[src/rtl/fighter_anim_ctrl_if.sv]
// Per-fighter sequencer bus: video sync, player controls and collision in;
// sprite selection and position out to the renderers.
interface fighter_anim_ctrl_if;
  logic       vsync;
  logic       btn_left;
  logic       btn_right;
  logic       btn_punch;
  logic       btn_kick;
  logic       hit;
  logic [2:0] sprite_sel;
  logic [1:0] frame_idx;
  logic       facing_left;
  logic [9:0] RyuX;
  logic [9:0] RyuY;
  logic       busy;

  modport master (
    output vsync, btn_left, btn_right, btn_punch, btn_kick, hit,
    input  sprite_sel, frame_idx, facing_left, RyuX, RyuY, busy
  );

  modport slave (
    input  vsync, btn_left, btn_right, btn_punch, btn_kick, hit,
    output sprite_sel, frame_idx, facing_left, RyuX, RyuY, busy
  );
endinterface

[src/rtl/fighter_anim_ctrl.sv]
// Frame-rate animation/motion sequencer: advances once per vsync falling edge
// and holds every sprite output stable for the rest of the field.
module fighter_anim_ctrl #(
  parameter int FRAME_DIV = 6,
  parameter int STEP      = 4,
  parameter int X_MIN     = 0,
  parameter int X_MAX     = 520,
  parameter int X_INIT    = 100,
  parameter int Y_GROUND  = 300
) (
  input  logic                 vga_clk,
  input  logic                 reset_n,
  fighter_anim_ctrl_if.slave   bus
);

  localparam logic [2:0] S_IDLE  = 3'd0;
  localparam logic [2:0] S_WALK  = 3'd1;
  localparam logic [2:0] S_PUNCH = 3'd2;
  localparam logic [2:0] S_KICK  = 3'd3;
  localparam logic [2:0] S_HIT   = 3'd4;

  localparam int              DIV_W     = (FRAME_DIV > 1) ? $clog2(FRAME_DIV) : 1;
  localparam logic [DIV_W-1:0] DIV_LAST = DIV_W'(FRAME_DIV - 1);
  localparam logic [10:0]     LEFT_LIM  = 11'(X_MIN + STEP);
  localparam logic [10:0]     RIGHT_LIM = 11'(X_MAX - STEP);
  localparam logic [10:0]     STEP_W    = 11'(STEP);
  localparam logic [10:0]     XMIN_W    = 11'(X_MIN);
  localparam logic [10:0]     XMAX_W    = 11'(X_MAX);

  logic [2:0]       vs_q, vs_d;
  logic             hit_q, hit_d;
  logic [2:0]       state_q, state_d;
  logic [1:0]       frame_q, frame_d;
  logic [DIV_W-1:0] div_q, div_d;
  logic             facing_q, facing_d;
  logic [9:0]       x_q, x_d;

  logic       tick;
  logic       hit_pend;
  logic       busy;
  logic [1:0] last_frame;
  logic       seq_done;
  logic       walk_req;
  logic [10:0] x_ext;

  // vs_q[1] is the synchronized vsync, vs_q[2] its previous value
  assign tick     = vs_q[2] & ~vs_q[1];
  assign hit_pend = hit_q | bus.hit;
  assign busy     = (state_q == S_PUNCH) || (state_q == S_KICK) || (state_q == S_HIT);
  assign walk_req = bus.btn_left ^ bus.btn_right;
  assign x_ext    = {1'b0, x_q};

  always_comb begin
    case (state_q)
      S_PUNCH, S_KICK: last_frame = 2'd2;
      S_HIT:           last_frame = 2'd1;
      default:         last_frame = 2'd3;
    endcase
  end

  assign seq_done = busy && (frame_q == last_frame) && (div_q == DIV_LAST);

  always_comb begin
    logic       restart;
    logic       walking;
    logic [10:0] nx;
    vs_d     = {vs_q[1:0], bus.vsync};
    hit_d    = hit_pend;
    state_d  = state_q;
    frame_d  = frame_q;
    div_d    = div_q;
    facing_d = facing_q;
    x_d      = x_q;
    restart  = 1'b0;
    walking  = 1'b0;
    nx       = x_ext;

    if (tick) begin
      hit_d = 1'b0;
      if (hit_pend) begin
        state_d = S_HIT;
        restart = 1'b1;
      end else if (busy && !seq_done) begin
        state_d = state_q;
      end else begin
        if (bus.btn_punch)      state_d = S_PUNCH;
        else if (bus.btn_kick)  state_d = S_KICK;
        else if (walk_req)      state_d = S_WALK;
        else                    state_d = S_IDLE;
        walking = (state_d == S_WALK);
        // A finished one-shot chosen again replays from its first frame
        restart = (state_d != state_q) || busy;
      end

      if (restart) begin
        frame_d = 2'd0;
        div_d   = '0;
      end else if (div_q == DIV_LAST) begin
        div_d   = '0;
        frame_d = frame_q + 2'd1;
      end else begin
        div_d   = div_q + 1'b1;
      end

      if (walking) begin
        facing_d = bus.btn_left;
        if (bus.btn_left) nx = (x_ext < LEFT_LIM)  ? XMIN_W : x_ext - STEP_W;
        else              nx = (x_ext > RIGHT_LIM) ? XMAX_W : x_ext + STEP_W;
        x_d = nx[9:0];
      end
    end
  end

  always_ff @(posedge vga_clk or negedge reset_n) begin
    if (!reset_n) begin
      vs_q     <= 3'b111;
      hit_q    <= 1'b0;
      state_q  <= S_IDLE;
      frame_q  <= 2'd0;
      div_q    <= '0;
      facing_q <= 1'b0;
      x_q      <= 10'(X_INIT);
    end else begin
      vs_q     <= vs_d;
      hit_q    <= hit_d;
      state_q  <= state_d;
      frame_q  <= frame_d;
      div_q    <= div_d;
      facing_q <= facing_d;
      x_q      <= x_d;
    end
  end

  assign bus.sprite_sel  = state_q;
  assign bus.frame_idx   = frame_q;
  assign bus.facing_left = facing_q;
  assign bus.RyuX        = x_q;
  assign bus.RyuY        = 10'(Y_GROUND);
  assign bus.busy        = busy;

endmodule

[src/flat_wrapper.sv]
// flat-port wrapper written by rule: the top's interface ports become plain ports
module fighter_anim_ctrl_flat 
#(
  parameter int FRAME_DIV = 6,
  parameter int STEP      = 4,
  parameter int X_MIN     = 0,
  parameter int X_MAX     = 520,
  parameter int X_INIT    = 100,
  parameter int Y_GROUND  = 300
)
  (vga_clk, reset_n, bus_vsync, bus_btn_left, bus_btn_right, bus_btn_punch, bus_btn_kick, bus_hit, bus_sprite_sel, bus_frame_idx, bus_facing_left, bus_RyuX, bus_RyuY, bus_busy);
  fighter_anim_ctrl_if bus_i ();
  input  logic vga_clk;
  input  logic reset_n;
  input wire logic [$bits(bus_i.vsync)-1:0] bus_vsync;
  input wire logic [$bits(bus_i.btn_left)-1:0] bus_btn_left;
  input wire logic [$bits(bus_i.btn_right)-1:0] bus_btn_right;
  input wire logic [$bits(bus_i.btn_punch)-1:0] bus_btn_punch;
  input wire logic [$bits(bus_i.btn_kick)-1:0] bus_btn_kick;
  input wire logic [$bits(bus_i.hit)-1:0] bus_hit;
  output wire logic [$bits(bus_i.sprite_sel)-1:0] bus_sprite_sel;
  output wire logic [$bits(bus_i.frame_idx)-1:0] bus_frame_idx;
  output wire logic [$bits(bus_i.facing_left)-1:0] bus_facing_left;
  output wire logic [$bits(bus_i.RyuX)-1:0] bus_RyuX;
  output wire logic [$bits(bus_i.RyuY)-1:0] bus_RyuY;
  output wire logic [$bits(bus_i.busy)-1:0] bus_busy;
  assign bus_i.vsync = bus_vsync;
  assign bus_i.btn_left = bus_btn_left;
  assign bus_i.btn_right = bus_btn_right;
  assign bus_i.btn_punch = bus_btn_punch;
  assign bus_i.btn_kick = bus_btn_kick;
  assign bus_i.hit = bus_hit;
  assign bus_sprite_sel = bus_i.sprite_sel;
  assign bus_frame_idx = bus_i.frame_idx;
  assign bus_facing_left = bus_i.facing_left;
  assign bus_RyuX = bus_i.RyuX;
  assign bus_RyuY = bus_i.RyuY;
  assign bus_busy = bus_i.busy;
  fighter_anim_ctrl #(.FRAME_DIV(FRAME_DIV), .STEP(STEP), .X_MIN(X_MIN), .X_MAX(X_MAX), .X_INIT(X_INIT), .Y_GROUND(Y_GROUND)) u_core (.vga_clk(vga_clk), .reset_n(reset_n), .bus(bus_i));
endmodule
[config.mk]
export PLATFORM = sky130hd
export DESIGN_NAME = fighter_anim_ctrl_flat
export DESIGN_NICKNAME = d
export VERILOG_FILES = /design/src/rtl/fighter_anim_ctrl_if.sv /design/src/rtl/fighter_anim_ctrl.sv /design/src/flat_wrapper.sv
export SDC_FILE = /design/constraint.sdc
export NUM_CORES = 1
export LEC_CHECK = 0
export BUFFER_PORTS_ARGS = -buffer_cell sky130_fd_sc_hd__buf_2
export CAP_MARGIN = 20
export CORE_ASPECT_RATIO = 0.7
export CORE_UTILIZATION = 38
export DETAILED_ROUTE_END_ITERATION = 10
export SETUP_SLACK_MARGIN = 0.2
export SYNTH_ARGS = -nofsm -noshare
export SYNTH_HDL_FRONTEND = slang
export SYNTH_SLANG_ARGS = --single-unit
[constraint.sdc]
create_clock -name vga_clk -period 2.6 [get_ports vga_clk]
set_input_delay 0.39 -clock vga_clk [delete_from_list [all_inputs] [get_ports vga_clk]]
set_output_delay 0.39 -clock vga_clk [all_outputs]
set_load 0.01 [all_outputs]
Word-level counts from Yosys, hierarchy flattened

Cells that the tools add are included.

Bits of input ports: 8
Bits in latches: 0
RAM bits: 0
Output and inout port bits: 27
Flip-flop bits (word level): 23
Memories kept: 0
Word-level logic and storage cells: 60
Bits in read-only memories: 0

Multipliers: 0
Muxes and demuxes: 23
Magnitude comparators: 2
Equality and inequality tests: 8
Div/mod/pow operators: 0
Reductions and logical operators: 12
Shift-type cells: 0
Add/subtract/negate cells: 4
Bitwise gates (word level): 4

Operators with widths:

| kind                                                                          | count |
|---|---|
| 10-bit two-way mux                                                            | 3 |
| 3-bit two-way mux                                                             | 9 |
| 10-bit by 3-bit adder with 10-bit output, second input constant               | 1 |
| 10-bit > comparator, second input constant                                    | 1 |
| 10-bit by 3-bit less-than comparator with 1-bit output, second input constant | 1 |
| 10-bit by 3-bit subtractor with 10-bit output, second input constant          | 1 |
| 1-bit two-way mux                                                             | 8 |
| 3-bit by 2-bit == test with 1-bit output, second input constant               | 2 |
| 3-bit == test, second input constant                                          | 2 |
| 2-bit AND reduction                                                           | 3 |
| 2-bit two-way mux                                                             | 2 |
| 2-bit case mux with 2 select lines                                            | 1 |
| 3-bit by 1-bit adder with 3-bit output, second input constant                 | 1 |
| 3-bit by 1-bit == test with 1-bit output, second input constant               | 1 |
| 1-bit logical AND                                                             | 3 |
| 1-bit logical OR                                                              | 3 |
| 3-bit != test                                                                 | 1 |
| 2-bit by 1-bit adder with 2-bit output, second input constant                 | 1 |
| 2-bit == test                                                                 | 1 |
| 2-bit by 1-bit != test with 1-bit output, second input constant               | 1 |
| 2-bit nonzero test                                                            | 1 |
| 2-bit OR reduction                                                            | 1 |
| 1-bit bitwise AND                                                             | 1 |
| 1-bit zero test                                                               | 1 |
| 3 further kinds                                                               | 3 |

Longest topological paths before layout

Depth in word-level cells: 18
Mapped depth: 8
Gate-level depth less buffers: 7

Least setup slack after synthesis

Ideal clock, no wire load.

Path type: reg-to-reg
From: register u_core.x_q[2] (netlist: u_core.bus.RyuX[2])
To: register u_core.x_q[7] (netlist: u_core.bus.RyuX[7])
Library setup time: 0.134 ns
Stages on the path, launching flop included: 8
Required time: 2.466 ns
Data arrival time: 1.957 ns
Clock period less this slack: 2.091 ns
Buffers on the path: 0
Slack: 0.509 ns
Path through: dfstp_2 -> inv_1 -> ha_1 -> or2_2 -> a31oi_1 -> nor2_1 -> a221oi_1 -> a21oi_1

Cells in the longest elaborated chain, start to end: 3
Elaborated cells on any way between the ends: 7
Those cells by class: add/sub: 2; order compare: 2; mux: 3

Ends and longest elaborated chain:

| item                                                                   | line                                               | text |
|---|---|---|
| start: declaration                                                     | fighter_anim_ctrl.sv:36                            | `logic [9:0] x_q, x_d;` |
| start signal: assignment                                               | fighter_anim_ctrl.sv:122                           | `x_q <= 10'(X_INIT);` |
| 10-bit by 3-bit adder with 10-bit output, or another cell as far along | fighter_anim_ctrl.sv:108                           | `else nx = (x_ext > RIGHT_LIM) ? XMAX_W : x_ext + STEP_W;` |
| 10-bit two-way mux (on tied branches)                                  | fighter_anim_ctrl.sv:108, fighter_anim_ctrl.sv:107 |  |
| 10-bit two-way mux *                                                   | fighter_anim_ctrl.sv:107                           | `if (bus.btn_left) nx = (x_ext < LEFT_LIM) ? XMIN_W : x_ext - STEP_W;` |

Mark *: on every way between the ends. The rest lies on a longest branch, timed or not.
A chain may end at the register's enable or synchronous reset.

Worst setup path after layout

From: register u_core.x_q[3] (netlist: u_core.bus.RyuX[3])
To: register u_core.x_q[9] (netlist: u_core.bus.RyuX[9])

The elaborated chain is that of the path after synthesis.

==> impl_metrics.yaml <==
finish:
  n_fill_cell: 360
  final_common_cell: "buf_2"
  final_cells: 224
  drive_gt1_frac: 0.236
  final_util: 0.436
  syn2layout_area_growth_pct: 9.61
  final_cell_area_sq_mm: 0.00154
  antenna_cells: 0
  final_cell_mix: "buf_2, dfrtp_1, nand2_1, nor2_1, conb_1"
  fin_nets: 186
worst_setup_path:
  path_delay_family: "compound AO/OA/AOI/OAI gates"
  worstSetupPathType: "flop to flop"
  crit_path_top_delay_cell: "or3b_1"
  cp.buffers_inverters: 1
  path_max_fanout: 6
  crit_required_ns: 2.73
  crit_path_start_kind: "flop"
  path_cells: "inv_1 -> ha_1 -> or3b_1 -> o31ai_2 -> o32ai_1 -> a21oi_1 -> a31oi_1"
  slowest_delay_ns: 0.46
  endpoint_kind: "flop"
  worstPathArrival_ns: 2.36
power_and_ir_drop:
  internal-power_uw: 462
  leakage_nw: 0.676
  total_power_uw: 612
  power_density_mw_per_mm2: 397
  p_clk_frac: 0.348
  swShare: 0.245
  seq_power_share: 0.559
  p_switching_uw: 150
  combPwrFrac: 0.093
  vdd.ir_drop.worst_mv: 0.225
logic_synthesis:
  syn_area_per_cell_sq_um: 8.90
  synth_seq_area_share: 0.379
  synth.top_cell.area_share: 0.267
  synth_ff_type: "dfrtp_1"
  synthTopCellsByArea: "dfrtp_1, dfstp_2, buf_4"
  synthArstFlopShare: 1.00
  yosys_warnings: 0
  yosys.area.top_type: "dfrtp_1"
  synth_cell_type_count: 52
  post_synth_inst_count: 158
  synth_area_sq_mm: 0.00141
  synth_edf_count: 0
  ys_ff_latch: 21
die:
  num_rows: 18
  fp.dieH_um: 52.9
  die_x_um: 74.7
  start_util: 0.398
  fp.coreArea_sq_mm: 0.00354
  ios: 35
  dieArea_sq_mm: 0.00395
timing:
  skew_ns: 0.00203
  drv_slew: 0
  period_needed_ns: 2.23
  rsz0062_at_grt: "no"
  hold-worst-slack_ns: 0.0869
  worstMarginPinSlew_ns: 0.491
  slew_headroom: 0.671
  tns_ns: 0
  fmax_mhz: 448
  fin_crit_sh: 0.858
  postLayoutSetupSlackWorst_ns: 0.370
  setup_viol: 0
  final-hold-violation-count: 0
global_route:
  antenna_found_initial: 0
  grt_pass1_wl_mm: 5.04
  grt_max_degree: 22
  grt_pass1_vias: 1027
  grt-ovfl-total: 0
  gr-usage-all-layers: 0.171
clock_network:
  clk_pin_slew_ns: 0.08
  clk_latency_ns: 0.26
  post_cts_buffers: 0
  clk_path_buf_depth: 2
  holdBufCountCts: 0
  cts_root_buf: "clkbuf_8"
  cts_tree: "done"
  numCtsBuffers: 3
  h-tree-depth: 1
  cts_sinks: 21
placement:
  pre_cts_slack_ns: 0.310
  dpl-instance-area_sq_mm: 0.00149
  place.gp.congestion: 0.886
  place_inst: 220
  io_buffers: 22
  dp_hpwl_mm: 2.24
detailed_routing:
  antenna_left: 0
  wl_mm: 3.05
  vias: 1190
  drtPass1Iterations: 4
  detail_route.iter0.violations: 37
  viasPerCell: 5.31
  drc: 0
  detail_route.wl_per_cell_um: 13.6
status:
  outcome: "finished clean"
job:
  maxCapViolCount: 0
worst_hold_path:
  hold_class: "input pin to asynchronous set/reset pin"
power groups by stage:
stage	Sequential (mW)	Combinational [mW]	Clock, mW
after detailed placement	0.348	0.0565	0
after CTS	0.342	0.0571	0.221
after global placement	0.347	0.0566	0
final	0.342	0.0568	0.213
after global routing	0.343	0.0653	0.236
after floorplan	0.346	0.0509	0
synth_stat cells (2+ instances only):
cell and instances:
a21oi_1 8, a22o_1 3, a31oi_1 4, and3_1 2, buf_2 2, buf_4 12, clkbuf_1 6, conb_1 2
dfrtp_1 15, dfstp_2 6, ha_1 3, inv_1 5, nand2_1 12, nand2b_1 3, nand3_1 3, nor2_1 12
nor3_1 3, o211ai_1 3, o21ai_0 10, o22ai_1 3, o2bb2ai_1 3, o31ai_1 2, o31ai_2 2, or2_2 3
or3_1 4
final timing paths:
path | end | cells past startpoint | slack (ns) | startpoint
min | u_core.bus.facing_left | 1 | 0.09 | reset_n
max reg2reg | u_core.bus.RyuX[9] | 7 | 0.37 | u_core.bus.RyuX[3]
max | u_core.bus.RyuX[9] | 7 | 0.37 | u_core.bus.RyuX[3]
max in group asynchronous | u_core.bus.RyuX[5] | 1 | 2.16 | reset_n
min reg2reg | u_core.vs_q[1] | 0 | 0.36 | u_core.vs_q[0]
min in group vga_clk | u_core.vs_q[0] | 1 | 0.23 | bus_vsync
worst register-to-register path: cells and delay by family, from the launching register on:
kind            cells  cell delay [ns]
compound gates      4             0.84
simple gates        1             0.46
flops               1             0.44
fa+ha+maj           1             0.23
buf+inv             1             0.14
layout make-up:
cell class	instances	area, sq um	area share
well taps	50	62.6	0.0406
clock buffers	4	45.0	0.0292
repair buffers	23	118	0.0763
flip-flops and latches	21	533	0.346
multi-input cells	121	764	0.496
inverters	5	18.8	0.0122
per-layer routing:
| layer | global-route usage | part of all wire | vias up |
|---|---|---|---|
| met4 | 0.0283 | 0.0039 | 0 |
| met1 | 0.258 | 0.49 | 540 |
| met5 | 0 | 0 | - |
| met3 | 0.0476 | 0.084 | 2 |
| met2 | 0.243 | 0.42 | 56 |
| li1 | - | - | 592 |
logic make-up (layout without fill, tap and decap cells):
group,Yosys count,count (layout),share of synthesized area
buf+inv,26,32,0.109
xor+xnor,2,2,0.0222
compound gates,52,52,0.260
other cells,2,12,0.00534
fa+ha+maj,3,3,0.0267
flops,21,21,0.379
simple gates,52,52,0.198
registers in the layout, indices dropped and copies added, names as in the netlist:
register,count
u_core.bus.RyuX,8
u_core.bus.frame_idx,2
u_core.div_q,3
u_core.hit_q,1
u_core.bus.sprite_sel,3
u_core.vs_q,3
u_core.bus.facing_left,1
repair_timing:
action                                 4_1_cts  5_1_grt
resized for setup                            0        1
setup endpoints to repair                    0        2
endpoints found under the hold margin        0        0
Note: power is estimated with default switching activity, not from simulation.
